$ cat config.mk
export PLATFORM = sky130hd
export DESIGN_NAME = md5_block_engine
export DESIGN_NICKNAME = d
export VERILOG_FILES = /design/src/rtl/md5_block_engine.sv
export SDC_FILE = /design/constraint.sdc
export NUM_CORES = 2
export LEC_CHECK = 0
export CAP_MARGIN = 20
export CORE_MARGIN = 3
export CORE_UTILIZATION = 55
export DETAILED_ROUTE_END_ITERATION = 8
export GPL_ROUTABILITY_DRIVEN = 0
export HOLD_SLACK_MARGIN = 0.05
export PLACE_DENSITY = 0.88
export SLEW_MARGIN = 25
export SYNTH_ARGS = -nofsm -noshare
export SYNTH_HDL_FRONTEND = slang
export SYNTH_SLANG_ARGS = --single-unit
$ cat constraint.sdc
create_clock -name clk -period 19.9 [get_ports clk]
set_input_delay 4.975 -clock clk [delete_from_list [all_inputs] [get_ports clk]]
set_output_delay 4.975 -clock clk [all_outputs]
set_load 0.005 [all_outputs]
$ cat src/rtl/md5_block_engine.sv
// MD5 compression engine: one 512-bit block through 64 steps, one step per clock.
// Shift amounts and K constants come from external combinational ROMs indexed by step_idx.
module md5_block_engine (
    input  logic         clk,
    input  logic         rst_n,
    input  logic         start,
    input  logic         init,
    input  logic [511:0] msg,
    output logic [5:0]   step_idx,
    input  logic [4:0]   shift_in,
    input  logic [31:0]  k_in,
    output logic         busy,
    output logic         done,
    output logic [127:0] digest
);

    localparam logic [1:0] StIdle  = 2'd0;
    localparam logic [1:0] StRun   = 2'd1;
    localparam logic [1:0] StFinal = 2'd2;

    localparam logic [31:0] Iv0 = 32'h67452301;
    localparam logic [31:0] Iv1 = 32'hefcdab89;
    localparam logic [31:0] Iv2 = 32'h98badcfe;
    localparam logic [31:0] Iv3 = 32'h10325476;

    logic [1:0]   state_q, state_d;
    logic [5:0]   step_q, step_d;
    logic         done_q, done_d;
    logic [31:0]  h0_q, h0_d, h1_q, h1_d, h2_q, h2_d, h3_q, h3_d;
    logic [31:0]  a_q, a_d, b_q, b_d, c_q, c_d, d_q, d_d;
    logic [511:0] m_q, m_d;

    logic [1:0]   round;
    logic [3:0]   s4;
    logic [3:0]   g;
    logic [31:0]  f;
    logic [31:0]  m_word;
    logic [31:0]  t_sum;
    logic [63:0]  t_dup;
    logic [31:0]  t_rot;

    // Round function and message word schedule for the current step.
    always_comb begin
        round = step_q[5:4];
        s4    = step_q[3:0];
        f     = '0;
        g     = '0;
        unique case (round)
            2'd0: begin
                f = (b_q & c_q) | (~b_q & d_q);
                g = s4;
            end
            2'd1: begin
                f = (d_q & b_q) | (~d_q & c_q);
                g = s4 * 4'd5 + 4'd1;
            end
            2'd2: begin
                f = b_q ^ c_q ^ d_q;
                g = s4 * 4'd3 + 4'd5;
            end
            2'd3: begin
                f = c_q ^ (b_q | ~d_q);
                g = s4 * 4'd7;
            end
        endcase
    end

    assign m_word = m_q[{g, 5'd0} +: 32];
    assign t_sum  = a_q + f + k_in + m_word;
    // Rotate by shifting a doubled copy; the upper half holds rotl(t_sum, shift_in).
    assign t_dup  = {t_sum, t_sum} << shift_in;
    assign t_rot  = t_dup[63:32];

    always_comb begin
        state_d = state_q;
        step_d  = step_q;
        done_d  = 1'b0;
        h0_d    = h0_q;
        h1_d    = h1_q;
        h2_d    = h2_q;
        h3_d    = h3_q;
        a_d     = a_q;
        b_d     = b_q;
        c_d     = c_q;
        d_d     = d_q;
        m_d     = m_q;
        unique case (state_q)
            StIdle: begin
                if (start) begin
                    m_d     = msg;
                    step_d  = 6'd0;
                    state_d = StRun;
                    if (init) begin
                        a_d  = Iv0;
                        b_d  = Iv1;
                        c_d  = Iv2;
                        d_d  = Iv3;
                        h0_d = Iv0;
                        h1_d = Iv1;
                        h2_d = Iv2;
                        h3_d = Iv3;
                    end else begin
                        a_d = h0_q;
                        b_d = h1_q;
                        c_d = h2_q;
                        d_d = h3_q;
                    end
                end
            end
            StRun: begin
                a_d = d_q;
                d_d = c_q;
                c_d = b_q;
                b_d = b_q + t_rot;
                step_d = step_q + 6'd1;
                if (step_q == 6'd63) begin
                    state_d = StFinal;
                end
            end
            StFinal: begin
                h0_d    = h0_q + a_q;
                h1_d    = h1_q + b_q;
                h2_d    = h2_q + c_q;
                h3_d    = h3_q + d_q;
                done_d  = 1'b1;
                state_d = StIdle;
            end
            default: begin
                state_d = StIdle;
            end
        endcase
    end

    always_ff @(posedge clk or negedge rst_n) begin
        if (!rst_n) begin
            state_q <= StIdle;
            step_q  <= 6'd0;
            done_q  <= 1'b0;
            h0_q    <= Iv0;
            h1_q    <= Iv1;
            h2_q    <= Iv2;
            h3_q    <= Iv3;
            a_q     <= '0;
            b_q     <= '0;
            c_q     <= '0;
            d_q     <= '0;
            m_q     <= '0;
        end else begin
            state_q <= state_d;
            step_q  <= step_d;
            done_q  <= done_d;
            h0_q    <= h0_d;
            h1_q    <= h1_d;
            h2_q    <= h2_d;
            h3_q    <= h3_d;
            a_q     <= a_d;
            b_q     <= b_d;
            c_q     <= c_d;
            d_q     <= d_d;
            m_q     <= m_d;
        end
    end

    assign step_idx = (state_q == StRun) ? step_q : 6'd0;
    assign busy     = (state_q == StRun) || (state_q == StFinal);
    assign done     = done_q;
    assign digest   = {h3_q, h2_q, h1_q, h0_q};

endmodule

After elaboration in Yosys (flattened, before gate mapping). Cells that the tools add are included.

Register bits: 777. Input port bits: 553. Output and inout port bits: 136. Logic and storage cells: 82.

Add/subtract/negate cells: 11. $mul: 3. Equal/unequal tests: 8. Shift operators: 2. Muxes and demuxes: 25. Bitwise gates (word level): 12. Reductions and logical operators: 9.

Operators by type and width (number): $pmux 32 s2 (8); $shiftx 512x10->32 (1); $add 32x32->32 (8); $mux 32 (8); $and 32x32->32 (4); $pmux 32 s4 (1); $or 32x32->32 (3); $xor 32x32->32 (3); $not 32->32 (2); $shl 64x5->64 (1); $pmux 4 s4 (1); $mux 6 (2); $pmux 6 s2 (1); $mul 4x3->4 const B (2); $reduce_and 2->1 (4); $add 6x1->6 const B (1); $eq 2x2->1 const B (3); $eq 6x6->1 const B (1); $add 4x1->4 const B (1); $add 4x3->4 const B (1); $eq 2x1->1 const B (2); $logic_not 2->1 (2); $mul 4x2->4 const B (1); $mux 2 (2); other kinds (5) (7).

Longest topological paths before layout.
Depth in word-level cells: 10. Depth in mapped cells: 46.

Worst setup path before layout. No wires, ideal clock.

Path type: input port to flip-flop. Start: input port k_in[1]. End: register b_q[30]. Library setup time: 0.101 ns. Arrival time: 11.627 ns. Required time: 19.799 ns. Setup slack: 8.172 ns. Stages on the path: 33. Buffers on the path: 0. Path through: inv_1 > fa_1 > fa_1 > inv_1 > ha_1 > inv_1 > fa_1 > nor2b_1 > o31a_1 > a211oi_1 > o21ai_1 > o21ai_1 > o21bai_1 > xnor2_1 > mux2_2 > mux2_2 > mux2i_1 > inv_1 > mux4_2 > ha_1 > a21oi_1 > o21bai_1 > a211oi_1 > o21bai_1 > a21oi_1 > o211ai_1 > a41oi_1 > o2111ai_1 > o211ai_1 > nand4b_1 > nand2_1 > and4_1 > o32ai_1.

Word-level cells in the longest chain between the ends: 5.

RTL lines: start, declared (RTL line 11) `input logic [31:0] k_in,`; $add 32x32->32 (2 in series) (RTL line 69) `assign t_sum = a_q + f + k_in + m_word;`; $shl 64x5->64 (RTL line 71) `assign t_dup = {t_sum, t_sum} << shift_in;`; $add 32x32->32 (RTL line 114) `b_d = b_q + t_rot;`; $pmux 32 s2 (RTL line 87) `unique case (state_q)`; end signal, assigned (RTL line 144) `b_q <= '0;`; end signal, assigned (RTL line 157) `b_q <= b_d;`; end, declared (RTL line 30) `logic [31:0] a_q, a_d, b_q, b_d, c_q, c_d, d_q, d_d;`.

Every way passes these cells. A chain may end at the register's enable or synchronous reset.

Final worst setup path.
Start: input port k_in[22]. End: register b_q[30].

Same word-level chain as after synthesis.

==> results.md <==
* Failing checks: design-rule violations
* Worst Path Arrival at 13.58 ns
* Layout cell share with drive strength beyond 1 at under 10%
* Cts bufs inserted at 84
* Slew headroom at 19.1%
* Synth Area per Inst at roughly 8.7 sq um
* Crit. End Element: flop
* Longest Clk Path Bufs at 3
* M1 wire length at 62500 microns
* Startpoint class of the critical path: input port
* Adder-Cell Fraction of Synth Area at under 10%
* Detailed Route Iter0 Violations at a little over 6000
* PortBufs at 688
* First-pass GRT wire length at 271000 microns
* Final Instance Area at 59000 sq um
* DP Area at 55700 sq um
* Metal2 WL at approximately 81000 microns
* Netlist cell types at 76
* DR WL met3 at 23400 microns
* Final net count at 6847
* Status: finished with violations
* Critical path type: input port to flop
* Ys Warns at 0
* Mux cell area share after synthesis at 9.50%
* Post-Synth Simple-Gate Area at 19.4%
* DIE HEIGHT at 301 microns
* Type of the most critical hold path: flop to flop
* EDFF count, synth at 0
* Top FF cell, synth: dfrtp_1
* 1st-pass router iterations at 9
* Top sig layer: met5
* Fmax at 76.9 MHz
* Cts repair resizes at 0
* Initial antenna violation count at 61
* Post-synthesis to final-layout area growth at 22.8%
* # setup viols final at 0
* Row Count at around 110
* Post-Route WL at 184000 microns
* Tcrit/Tclk final at 65.3%
* Core area at 85800 sq um
* Post-DP HPWL at 132000 microns
* Initial Utilization at a little under three fifths
* Post-route clock skew at just under 0.09 ns
* Vias in the first global route at 44500
* Worst-Margin Slew at about 1.2 ns
* GRT Overall Usage at 39.6%
* Register Area at between 15000 and 20000 sq um
* H-tree depth at 3
* Ports at 689
* Postcts setup bufs at 0
* Register area share after synthesis at 40.7%
* Synth top area cells: dfrtp_1, nand2_1, mux4_2
* Slew Limit Fails at 0
* DR DRC count at 1
* Max Cap Viol at 0
* Cells after synthesis at 5507
* Final hold vios at 0
* TritonCTS clock tree: done
* Critical-path top delay cell: a311oi_1
* XOR/XNOR share of the synthesized area at under 10%
* Synth top area share at 37.2%
* Post-synth top cells: nand2_1, dfrtp_1, o21ai_0
* Worst-Skew Late Latency at 0.69 ns
* Mapped Area at 48000 sq um
* Vias per cell at 6.32
* Worst path top cell family by delay: compound AO/OA/AOI/OAI gates
* Root Buffer: clkbuf_16
* Count leader, synth: nand2_1
* CP peak stage delay at 0.59 ns
* Syn Nets at 6329
* Yosys reg bits at approximately 780
* Post-synth top area cell: dfrtp_1
* Setup repair after global routing missed its margin: false
* Clk sink count at 777
* Main combinational cell family by area after synthesis: simple AND/OR/NAND/NOR gates
* WP data required at 20.48 ns
* CTS Hold Bufs at 0
* Synth Area in Compound Gates at 14.6%
* Setup TNS at 0 ns
* DR WL/cell at 25.2 microns
* Post-route minimum period at 13.00 ns
* DR vias at 46000
* Fillers at between 6000 and 7000
* Crit path buffers/inverters at 3
* Post-synth ARST share at 100%
* Largest net degree at the start of global routing at 235
* Remaining global-route overflow at 0
* Die Area at 90900 sq um
* Die width at 301 microns
* Post-DRT Antenna Nets at 0
* Area of the multi-input gates at 26700 sq um
* Clock slew at reported path FFs at 0.06 ns
* Critical-path maximum fanout at 5
## path summary, 6_finish.rpt
check | start | end | slack, ns | cells after the start
max | k_in[22] | b_q[30] | 6.90 | 34
min | m_q[495] | m_q[495] | 0.47 | 2
max reg2reg | step_q[0] | b_q[30] | 7.77 | 44
min reg2reg | m_q[495] | m_q[495] | 0.47 | 2
max in group asynchronous | rst_n | m_q[94] | 12.66 | 4
min in group asynchronous | rst_n | m_q[303] | 4.40 | 1
## cells in the final DEF (no fill, tap or decap), types with 16 or more instances in the layout
cell             synthesis  final
o221ai_1                22     22
mux2_2                  57     57
clkbuf_8                 0     21
dfstp_2                 64     64
ha_1                   200    199
nor2b_1                 16     16
inv_1                  194    192
buf_4                    1     36
clkbuf_16                0     84
or2_2                   35     33
nor2_1                 217    215
a22oi_1                 38     38
diode_2                  0     49
nand2_1               1868   1867
nand2b_1                31     31
nor3_1                  31     31
o21a_1                  23     23
xor2_1                  72     72
nand3_1                 60     60
mux2i_1                 90     90
xnor2_1                133    131
o21ai_0                320    320
dfrtp_1                713    711
a31oi_1                 24     24
mux4_2                 134    133
fa_1                    69     69
a21oi_1                300    300
a21o_1                  78     78
o31ai_1                 18     18
a211oi_1                25     25
a221oi_1                29     29
o22ai_1                 65     64
o211ai_1                64     64
clkdlybuf4s50_1          0    687
o21bai_1                26     26
## layer usage
metal | GRT usage, % | vias up
met3 | 10.9 | 737
met1 | 48.6 | 22000
met5 | 0 | -
met4 | 30.2 | 18
met2 | 59.5 | 3386
li1 | - | 19900
## layout make-up
class	count	area share (%)
clock inverters	34	1.07
multi-input cells	4228	45.3
flip-flops and latches	777	33.1
well taps	1144	2.43
repair buffers	736	12.5
inverters	198	1.26
diodes	49	0.208
clock buffers	120	4.15
## cell families after synthesis
family | after synthesis
compound gates | 1136
xor+xnor | 205
fa+ha+maj | 269
buf+inv | 502
flops | 777
mux | 281
simple gates | 2337
## flip-flops by register name (all words and copies together) (netlist names)
register,count
c_q,32
h2_q,32
b_q,32
h0_q,32
d_q,32
h3_q,32
step_q,6
state_q,2
done,1
a_q,32
h1_q,32
m_q,512
## metrics by stage
| step | setup WS [ns] | util (%) | hold slack [ns] | cells |
|---|---|---|---|---|
| 2_1_floorplan | 8.17 | - | 0.440 | 5507 |
| 3_3_place_gp | 6.75 | 64.9 | 0.452 | 7081 |
| 3_5_place_dp | 6.56 | 64.9 | 0.458 | 7081 |
| 4_1_cts | 7.17 | 68.5 | 0.473 | 7235 |
| 5_1_grt | 6.54 | 68.7 | 0.491 | 7280 |
| 6_report | 6.90 | 68.7 | 0.471 | 7286 |
## worst reg2reg max path: cells and delay by family (launching register included)
family	cells	cell delay (ns)
DFF	1	0.60
xor gates and xnor gates	2	0.32
muxes	3	1.30
AOI/OAI and AO/OA	19	4.69
and+or+nand+nor	9	1.43
buffers and inverters	5	1.58
adders and majority gates	6	2.17
Power is not shown: default switching activity piles up to over one toggle a cycle in this logic, so the estimate is an artifact.
